[config.mk]
export PLATFORM = sky130hd
export DESIGN_NAME = div11x11
export DESIGN_NICKNAME = d
export VERILOG_FILES = /design/src/rtl/dnn_fp_pkg.sv /design/src/rtl/div_step.sv /design/src/rtl/div11x11.sv
export SDC_FILE = /design/constraint.sdc
export NUM_CORES = 1
export LEC_CHECK = 0
export CAP_MARGIN = 40
export CORE_UTILIZATION = 61
export CTS_CLUSTER_SIZE = 12
export DETAILED_ROUTE_END_ITERATION = 8
export PLACE_DENSITY = 0.89
export SYNTH_ARGS = -nofsm -noshare
export SYNTH_HDL_FRONTEND = slang
export SYNTH_SLANG_ARGS = --single-unit
[constraint.sdc]
create_clock -name clk -period 5.2 [get_ports clk]
set_clock_uncertainty 0.15 [all_clocks]
set_input_delay 0.78 -clock clk [delete_from_list [all_inputs] [get_ports clk]]
set_output_delay 0.78 -clock clk [all_outputs]
set_load 0.02 [all_outputs]
[src/rtl/dnn_fp_pkg.sv]
// -----------------------------------------------------------------------------
// dnn_fp_pkg
// Shared constants and types for the mantissa divider (div11x11, div_step).
//   MANT_W    : stored mantissa fraction width (hidden bit implied)
//   DIV_Q_W   : quotient width
//   DIV_ITERS : restoring iterations, one quotient bit each
//   DIV_REM_W : partial remainder width
//   DIV_RES_W : result width {quotient, sticky}
//   DIV_CNT_W : step counter width
// -----------------------------------------------------------------------------
package dnn_fp_pkg;

    localparam int MANT_W    = 10;
    localparam int DIV_Q_W   = 12;
    localparam int DIV_ITERS = 12;
    localparam int DIV_REM_W = 13;
    localparam int DIV_RES_W = DIV_Q_W + 1;
    localparam int DIV_CNT_W = 4;

    typedef enum logic [1:0] {
        IDLE = 2'd0,
        CALC = 2'd1,
        FIN  = 2'd2
    } div_state_t;

endpackage

[src/rtl/div_step.sv]
// -----------------------------------------------------------------------------
// div_step
// One combinational restoring-division step: shift the partial remainder left
// by one (bringing in bit_i), trial-subtract the divisor {1,div_frac_i}, keep
// the difference when it is non-negative.
// Ports:
//   rem_i      : partial remainder before the step
//   bit_i      : dividend bit shifted into the remainder LSB
//   div_frac_i : divisor fraction (hidden 1 prepended here)
//   rem_o      : partial remainder after the step
//   q_o        : quotient bit produced by this step
// -----------------------------------------------------------------------------
module div_step
    import dnn_fp_pkg::*;
(
    input  logic [DIV_REM_W-1:0] rem_i,
    input  logic                 bit_i,
    input  logic [MANT_W-1:0]    div_frac_i,
    output logic [DIV_REM_W-1:0] rem_o,
    output logic                 q_o
);

    logic [DIV_REM_W:0]   shifted;
    logic [DIV_REM_W-1:0] divisor;
    logic [DIV_REM_W-1:0] diff;

    assign shifted = {rem_i, bit_i};
    assign divisor = {{(DIV_REM_W-MANT_W-1){1'b0}}, 1'b1, div_frac_i};

    // Comparing at full shifted width gives the sign of the trial subtraction.
    assign q_o = (shifted >= {1'b0, divisor});

    // When the subtraction is kept the true difference is below the divisor,
    // so the truncated-width subtract is exact.
    assign diff  = shifted[DIV_REM_W-1:0] - divisor;
    assign rem_o = q_o ? diff : shifted[DIV_REM_W-1:0];

endmodule

[src/rtl/div11x11.sv]
// -----------------------------------------------------------------------------
// div11x11
// Sequential restoring divider for 11-bit mantissas with hidden bit:
//   Q = floor(({1,f1} << 11) / {1,f2}), 12 bits, result = {Q, sticky}.
// Timing: st sampled in IDLE at edge N; first CALC cycle aligns the dividend
// into the remainder, the next 12 CALC cycles each produce one quotient bit
// (MSB first), FIN publishes the result. done pulses in the cycle after edge
// N+14; with st held high a new operation starts every 15 cycles.
// Ports:
//   clk    : rising-edge clock
//   reset  : asynchronous active-high reset, aborts any operation
//   st     : start request, only looked at in IDLE
//   f1, f2 : dividend / divisor fractions, latched at start
//   busy   : high in CALC and FIN
//   done   : one-cycle completion pulse
//   result : {quotient[11:0], sticky}, held until the next done or reset
// Build option: define DIV11X11_STICKY_EN to make result[0] report a non-zero
// final remainder; otherwise result[0] is 0 and no remainder test exists.
// -----------------------------------------------------------------------------
module div11x11
    import dnn_fp_pkg::*;
(
    input  logic                 clk,
    input  logic                 reset,
    input  logic                 st,
    input  logic [MANT_W-1:0]    f1,
    input  logic [MANT_W-1:0]    f2,
    output logic                 busy,
    output logic                 done,
    output logic [DIV_RES_W-1:0] result
);

    localparam logic [DIV_CNT_W-1:0] LAST_STEP = DIV_CNT_W'(DIV_ITERS);

    div_state_t             state_q,  state_d;
    logic [DIV_CNT_W-1:0]   cnt_q,    cnt_d;
    logic [MANT_W-1:0]      f1_q,     f1_d;
    logic [MANT_W-1:0]      f2_q,     f2_d;
    logic [DIV_REM_W-1:0]   rem_q,    rem_d;
    logic [DIV_Q_W-1:0]     quo_q,    quo_d;
    logic [DIV_RES_W-1:0]   result_q, result_d;
    logic                   done_q,   done_d;

    logic [DIV_REM_W-1:0]   step_rem;
    logic                   step_q;
    logic                   step_bit;
    logic                   sticky;

    // The aligned remainder holds {1,f1} >> 1; the dropped LSB of the dividend
    // enters on the first real step, zeros on all later ones.
    assign step_bit = (cnt_q == DIV_CNT_W'(1)) ? f1_q[0] : 1'b0;

    div_step u_step (
        .rem_i      (rem_q),
        .bit_i      (step_bit),
        .div_frac_i (f2_q),
        .rem_o      (step_rem),
        .q_o        (step_q)
    );

`ifdef DIV11X11_STICKY_EN
    assign sticky = |rem_q;
`else
    assign sticky = 1'b0;
`endif

    always_comb begin
        state_d  = state_q;
        cnt_d    = cnt_q;
        f1_d     = f1_q;
        f2_d     = f2_q;
        rem_d    = rem_q;
        quo_d    = quo_q;
        result_d = result_q;
        done_d   = 1'b0;

        case (state_q)
            IDLE: begin
                if (st) begin
                    state_d = CALC;
                    cnt_d   = '0;
                    f1_d    = f1;
                    f2_d    = f2;
                    rem_d   = '0;
                    quo_d   = '0;
                end
            end
            CALC: begin
                if (cnt_q == '0) begin
                    rem_d = {{(DIV_REM_W-MANT_W){1'b0}}, 1'b1, f1_q[MANT_W-1:1]};
                    cnt_d = DIV_CNT_W'(1);
                end else begin
                    rem_d = step_rem;
                    quo_d = {quo_q[DIV_Q_W-2:0], step_q};
                    if (cnt_q == LAST_STEP) begin
                        state_d = FIN;
                    end else begin
                        cnt_d = cnt_q + DIV_CNT_W'(1);
                    end
                end
            end
            FIN: begin
                state_d  = IDLE;
                cnt_d    = '0;
                result_d = {quo_q, sticky};
                done_d   = 1'b1;
            end
            default: begin
                state_d = IDLE;
            end
        endcase
    end

    always_ff @(posedge clk or posedge reset) begin
        if (reset) begin
            state_q  <= IDLE;
            cnt_q    <= '0;
            f1_q     <= '0;
            f2_q     <= '0;
            rem_q    <= '0;
            quo_q    <= '0;
            result_q <= '0;
            done_q   <= 1'b0;
        end else begin
            state_q  <= state_d;
            cnt_q    <= cnt_d;
            f1_q     <= f1_d;
            f2_q     <= f2_d;
            rem_q    <= rem_d;
            quo_q    <= quo_d;
            result_q <= result_d;
            done_q   <= done_d;
        end
    end

    assign busy   = (state_q == CALC) || (state_q == FIN);
    assign done   = done_q;
    assign result = result_q;

endmodule
Word-level counts from Yosys, hierarchy flattened
Cells that the tools add are included.
W data, S select, Z words.
Word-level totals
  bits in registers: 64
  input bits: 23
  output and inout bits: 15
Cells by class
  add/subtract/negate cells: 2
  order comparisons: 1
  eq/ne operators: 8
  mux-type cells: 17
  reductions and logical operators: 10
Operators with widths (number)
  $mux W13: 3
  $pmux W13 S2: 1
  $mux W12: 2
  $pmux W12 S2: 1
  $ge A14 B11 Y1: 1
  $sub A13 B11 Y13: 1
  $mux W4: 3
  $pmux W4 S3: 1
  $reduce_and A3 Y1: 3
  $mux W2: 3
  $ne A2 B2 Y1 const B: 3
  $add A4 B1 Y4 const B: 1
  $eq A4 B1 Y1 const B: 1
  $eq A4 B4 Y1 const B: 1
  $logic_not A4 Y1: 1
  $pmux W2 S2: 1
  $reduce_and A2 Y1: 2
  $ne A3 B3 Y1 const B: 1
  $reduce_bool A3 Y1: 1
  $eq A2 B1 Y1 const B: 1
  $eq A2 B2 Y1 const B: 1
  $logic_not A2 Y1: 1
  $mux W1: 2
  $reduce_bool A2 Y1: 1
  $logic_or A1 B1 Y1: 1

Longest topological paths before layout
Gate-level depths: netlist of run 1.
  depth in word-level cells: 6
  mapped depth: 12

By module
Synthesis of run 1 repeated with hierarchy kept, for this count alone.
Unflattened totals
  cell total of the unflattened synthesis: 316
  area, all modules: 3408.3 µm²
Modules (own cells, without submodules)
  div11x11: instances 1, cells an instance 207, area each 2700.1 µm², seq. area each 1601.5 µm²
  div_step: instances 1, cells an instance 109, area each 708.2 µm², seq. area each 0.0 µm²

Least setup slack after synthesis of run 1
No wires, ideal clock.
  path kind: register -> register
  start point: reg cnt_q[0]
  end point: reg rem_q[0]
  setup time: 0.116 ns
  arrival: 2.452 ns
  data required time: 4.934 ns
  slack: 2.483 ns
  stages on the path, launching flop included: 11
  buffers on the path: 0
  clock period less this slack: 2.717 ns
  cells stage by stage: dfrtp_1 > ha_1 > nand3_1 > ha_1 > inv_1 > fa_1 > a211o_1 > a211oi_1 > o21ai_1 > or4_1 > o311ai_0
Between the ends
  word-level cells in the longest chain between the ends: 6
  elaborated cells between the ends (all ways): 8
  those cells by class: add/sub: 1; order compare: 1; eq/ne: 1; mux: 4; reduce/logical: 1
Ends and longest elaborated chain
  start, declared: line div11x11.sv:36  | logic [DIV_CNT_W-1:0] cnt_q, cnt_d;
  start signal, assigned: line div11x11.sv:126  | cnt_q <= cnt_d;
  $eq A4 B1 Y1: line div11x11.sv:51  | assign step_bit = (cnt_q == DIV_CNT_W'(1)) ? f1_q[0] : 1'b0;
  $mux W1: line div11x11.sv:51
  $sub A13 B11 Y13 or $ge A14 B11 Y1 (tied branches): line div_step.sv:35, div_step.sv:31
  $mux W13: line div_step.sv:36  | assign rem_o = q_o ? diff : shifted[DIV_REM_W-1:0];
  $mux W13 *: line div11x11.sv:89  | if (cnt_q == '0) begin
  $pmux W13 S2 *: line div11x11.sv:77  | case (state_q)
  end signal, assigned: line div11x11.sv:129  | rem_q <= rem_d;
  end, declared: line div11x11.sv:39  | logic [DIV_REM_W-1:0] rem_q, rem_d;
Mark *: on every way between the ends. The rest lies on a longest branch, timed or not.
A chain may end at the register's enable or synchronous reset.

Worst setup path in the final report of run 1
  start point: reg cnt_q[1]
  end point: reg rem_q[4]
Same word-level chain as after synthesis.

==> results of run 1 <==
==> where the power goes <==
group / switching, mW / leakage [nW] / internal, mW
Sequential: 0.117 / 0.833 / 0.637
Clock: 0.185 / 0.108 / 0.256
Combinational: 0.732 / 0.903 / 0.492
==> worst paths after layout <==
kind / start / endpoint / cells after the start
worst max-delay path: cnt_q[1] / rem_q[4] / 11
worst min-delay path: f1_q[3] / f1_q[3] / 1
worst max register to register: cnt_q[1] / rem_q[4] / 11
worst min register to register: f1_q[3] / f1_q[3] / 1
max in group asynchronous: reset / rem_q[3] / 3
min in group asynchronous: reset / quo_q[11] / 3
==> critical path: stages (launching register included) <==
cell      delay [ns]
dfrtp_1         0.38
inv_1           0.09
ha_1            0.19
nand3_1         0.10
ha_1            0.18
inv_1           0.06
fa_1            0.41
a211o_1         0.26
a211oi_1        0.32
o21a_1          0.48
a211oi_1        0.16
a311o_1         0.34
==> synth_stat cells, types with 3 or more instances <==
cell	instances
nor3_1	4
o31ai_1	3
o21a_1	4
o21ai_1	3
o211ai_1	5
ha_1	17
nand4_1	7
clkbuf_1	10
and3_1	6
xor2_1	3
nand2_1	14
nand3_1	9
o21ai_0	12
mux2_2	32
o2111ai_1	5
dfrtp_1	64
a211oi_1	4
nor2_1	5
a21oi_1	13
a221o_1	3
inv_1	17
a22o_1	13
a21o_1	4
buf_2	5
a22oi_1	7
==> final cells by class <==
type / count / area (um^2) / share of cell area (%)
clock inverter: 3 / 40.0 / 0.994
inverter: 17 / 63.8 / 1.58
tap: 70 / 87.6 / 2.18
clock buffer: 12 / 165 / 4.10
multi-input combinational: 210 / 1670 / 41.4
timing repair buffer: 39 / 403 / 10.0
sequential: 64 / 1600 / 39.8
==> registers in the layout (all words and copies together) (netlist names) <==
name     flops
quo_q       12
done         1
f1_q        10
cnt_q        4
f2_q        10
result      12
state_q      2
rem_q       13
==> routing by layer <==
metal,wire length (um),part of all wire (%),global-route usage [%]
met1,3300,44,37.6
met5,0,0,0
met3,520,6.9,5.60
met4,185,2.5,12.1
met2,3480,46,40.3
==> kinds of logic (layout without fill, tap and decap cells) <==
kind of cell               after synthesis  in the layout  share of synthesized area (%)
AOI/OAI and AO/OA                       93             93                           20.3
DFF                                     64             64                           47.0
and+or+nand+nor                         62             62                           10.1
buffers and inverters                   35             71                           4.18
muxes                                   32             32                           10.6
adders and majority gates               18             18                           6.83
xor gates and xnor gates                 4              4                           1.03
other                                    1              1                          0.110
==> results.toml, run 1 <==
[floorplan]
die_h_um = 76.8
num_rows = 26
die_w_um = 76.8
initial_core_util_pct = 65.1
coreArea_um2 = 5240
ioPinCount = 38
dieArea_um2 = 5890

[drt]
post_drt_wl_per_cell_um = 18.0
drtIter0Drc = 306
routed_wl_um = 7490
via_count = 2749
drc = 0
firstDrtPassIters = 5
drtAntennaViolNets = 0
viasPerCell = 6.62

[synthesis]
synth_nets = 350
ys_top_cells_by_area = "dfrtp_1, mux2_2, ha_1, a22o_1, a21oi_1"
synth_edf_count = 0
ys_seq_area_share_pct = 47.0
synth_warnings = 0
yosys.area.top_type = "dfrtp_1"
syn_area_um2 = 3410
async_flop_share_pct = 100
netlist.area_leader.share_pct = 47.0
avgSynthCellArea_um2 = 11.0
synth_cell_type_count = 56
ys_seq_elements = 64
synth_ff_type = "dfrtp_1"
synth_cells = 309

[timing]
relSlewSlack_pct = 44.9
fin_tns_setup_ns = 0
fmax_mhz = 310
rsz0062_at_grt = "no"
finalSetupViolations = 0
finalCritPeriodShare_pct = 62.0
hold_viol = 0
finalCriticalPeriod_ns = 3.22
finalWorstSetupSlack_ns = 1.98
slew_violations = 0
worstMarginPinSlew_ns = 0.822
hold_slack_ns = 0.356

[global_routing]
grt_pass1_wl_um = 12400
globalRouteOverflowTotal = 0
grt_max_degree = 65
grt_pass1_vias = 2575
antenna_found_initial = 0
grtUsageTotal_pct = 26.9

[layout]
layout_commonest_cell = "dfrtp_1"
final_layout_size_suffix_gt1_share_pct = 16.2
instances_no_fill = 415
final_area_um2 = 4030
layout.nets = 382
area_growth_pct = 18.1
final_core_util_pct = 76.9
final_cell_mix = "dfrtp_1, clkdlybuf4s50_1, mux2_2"
fillers = 346
antenna_cells = 0

[setup_path]
worstPathArrival_ns = 3.30
r2r_slack_ns = 1.98
required_ns = 5.28
critPathMaxFanout = 13
worstSetupPathType = "reg -> reg"
start_kind = "register"
crit_path_end_kind = "register"

[place]
gp_routability_congestion = 0.906
pre_cts_slack_ns = 2.05
io_buffers = 36
place_area_um2 = 3820
place_hpwl_um = 4940
dp_cells = 400

[min_path]
hold_class = "reg -> reg"

[pwr]
p_total_mw = 2.42
ir_drop_v = 0.000364
p_per_area_nw_per_um2 = 601
p_leak_nw = 1.84

[clocking]
cts_resized = 0
clock_latency_ns = 0.34
cts_inserted_buffers = 9
cts-root-buf = "clkbuf_8"
hold_buffers = 0
htreeDepth = 3
cts_buffer_depth = 2
clk_pin_slew_ns = 0.07
post_cts_buffers = 0
cts_tree = "done"
cts_sinks = 64

[outcome]
outcome = "finished clean"

[job]
maxCapViolCount = 0
Note: power is estimated with default switching activity, not from simulation.
==> run 2, diff against run 1 <==
--- a/config.mk
+++ b/config.mk
@@ -6,10 +6,10 @@
 export NUM_CORES = 1
 export LEC_CHECK = 0
 export CAP_MARGIN = 40
-export CORE_UTILIZATION = 61
+export CORE_UTILIZATION = 51
 export CTS_CLUSTER_SIZE = 12
 export DETAILED_ROUTE_END_ITERATION = 8
-export PLACE_DENSITY = 0.89
+export PLACE_DENSITY = 0.8
 export SYNTH_ARGS = -nofsm -noshare
 export SYNTH_HDL_FRONTEND = slang
 export SYNTH_SLANG_ARGS = --single-unit
==> constraint.sdc (replaced) <==
create_clock -name clk -period 2.85 [get_ports clk]
set_clock_uncertainty 0.15 [all_clocks]
set_input_delay 0.4275 -clock clk [delete_from_list [all_inputs] [get_ports clk]]
set_output_delay 0.4275 -clock clk [all_outputs]
set_load 0.02 [all_outputs]
==> run 2 against run 1 <==
Against the previous run:
- core utilization fell by 11 points
- sequential share of layout area decreased by 1.9 points
- non-clock buffer count is 20 higher
- largest cell class unchanged
==> results.toml, run 2 (synthesized netlist as in run 1, its figures left out) <==
[timing]
worstMarginPinSlew_ns = 0.639
slew_violations = 0
fmax_mhz = 360
hold_viol = 0
finalCritPeriodShare_pct = 97.4
relSlewSlack_pct = 57.3
finalSetupViolations = 0
finalCriticalPeriod_ns = 2.78

[clocking]
clk_pin_slew_ns = 0.07
cts_sinks = 64
htreeDepth = 3
hold_buffers = 0
clock_latency_ns = 0.34
cts_tree = "done"
cts_inserted_buffers = 9
cts_buffer_depth = 2
cts-root-buf = "clkbuf_8"

[min_path]
hold_class = "in -> async"

[place]
gp_routability_congestion = 0.851
io_buffers = 36
place_area_um2 = 3920
dp_cells = 422
place_hpwl_um = 5400

[layout]
layout_commonest_cell = "dfrtp_1"
regMostFlops = "rem_q"
final_cell_mix = "dfrtp_1, clkdlybuf4s50_1, mux2_2"
largest_reg_flops = 13
layout.nets = 402
instances_no_fill = 443
final_layout_size_suffix_gt1_share_pct = 24.0
final_area_um2 = 4230
area_growth_pct = 24.2
antenna_cells = 0

[pwr]
p_per_area_nw_per_um2 = 1150
seqPwrFrac_pct = 28.1
swShare_pct = 41.1
p_sw_mw = 2.00
p_leak_nw = 1.95
ir_drop_v = 0.000606
comb_power_share_pct = 53.4
clockPowerShare_pct = 18.5
internal-power_mw = 2.87

[drt]
routed_wl_um = 7760
via_count = 2746
drc = 0
firstDrtPassIters = 4
post_drt_wl_per_cell_um = 17.5
drtAntennaViolNets = 0
drtIter0Drc = 230
viasPerCell = 6.20

[global_routing]
globalRouteOverflowTotal = 0
grtUsageTotal_pct = 23.7
grt_max_degree = 28
grt_pass1_wl_um = 13100
antenna_found_initial = 0
grt_pass1_vias = 2676

[setup_path]
cp_num_buf_inv = 2
crit_chain = "nor2_1 > nand3_2 > ha_4 > inv_2 > fa_2 > a211o_1 > a211oi_2 > o21a_2 > buf_4 > o41a_1 > a221o_1"
start_kind = "register"
worstSetupPathType = "reg -> reg"
crit_path_end_kind = "register"
critPathSlowestCell = "dfrtp_2"
cpPeakStageDelay_ns = 0.45
critPathMaxFanout = 8
crit_family = "compound AO/OA/AOI/OAI gates"
worstPathArrival_ns = 2.85
required_ns = 2.92

[job]
maxCapViolCount = 0

[floorplan]
die_w_um = 83.8
ioPinCount = 38
coreArea_um2 = 6390
num_rows = 29
die_h_um = 83.8
initial_core_util_pct = 53.4
dieArea_um2 = 7020

[outcome]
outcome = "finished clean"
[run 2: repair_timing]
item,CTS,global route
buffers inserted,1,4
pin swaps,0,7
gates resized for setup,2,11
endpoints found under the setup margin,11,10
gates cloned,0,0
[run 2: metal layers]
| metal | up-vias | track usage (%) | share of wire (%) |
|---|---|---|---|
| li1 | 1269 | - | - |
| met1 | 1385 | 33.2 | 45 |
| met2 | 84 | 36.5 | 48 |
| met3 | 8 | 4.45 | 5.6 |
| met4 | 0 | 9.09 | 1.2 |
| met5 | - | 0 | 0 |
[run 2: stage by stage]
step	setup WS (ns)	hold WS [ns]	power (mW)	utilization, %	setup TNS (ns)
after floorplan	0.133	0.306	3.01	-	0
after global placement	0.0376	0.320	3.64	61.4	0
after detailed placement	-0.0737	0.337	3.73	61.4	-0.214
after CTS	0.0197	0.332	4.67	65.2	0
after global routing	-0.0349	0.355	5.21	66.3	-0.0963
final	0.0731	0.309	4.87	66.3	0
[run 2: power by group through the flow]
stage                     Sequential, mW  Clock, mW  Combinational (mW)
final                               1.37      0.899                2.60
after global routing                1.40      0.958                2.86
after CTS                           1.36      0.911                2.40
after detailed placement            1.38          0                2.36
after global placement              1.36          0                2.28
after floorplan                     1.29          0                1.71
[run 2: final cells by class]
| cell class | instances | area (um^2) |
|---|---|---|
| fillers | 486 | 2150 |
| multi-input cells | 210 | 1710 |
| flip-flops and latches | 64 | 1600 |
| repair buffers | 59 | 533 |
| clock buffers | 11 | 151 |
| well taps | 77 | 96.3 |
| clock inverters | 5 | 78.8 |
| inverters | 17 | 63.8 |
[run 2: path summary, 6_finish.rpt]
check | from | endpoint | slack [ns] | depth (start not counted)
setup / recovery | cnt_q[3] | rem_q[11] | 0.07 | 11
hold / removal | reset | result[11] | 0.31 | 2
setup reg to reg | cnt_q[3] | rem_q[11] | 0.07 | 11
hold reg to reg | result[6] | result[6] | 0.36 | 1
max in group asynchronous | reset | cnt_q[3] | 1.52 | 3
min in group clk | result[6] | result[6] | 0.36 | 1
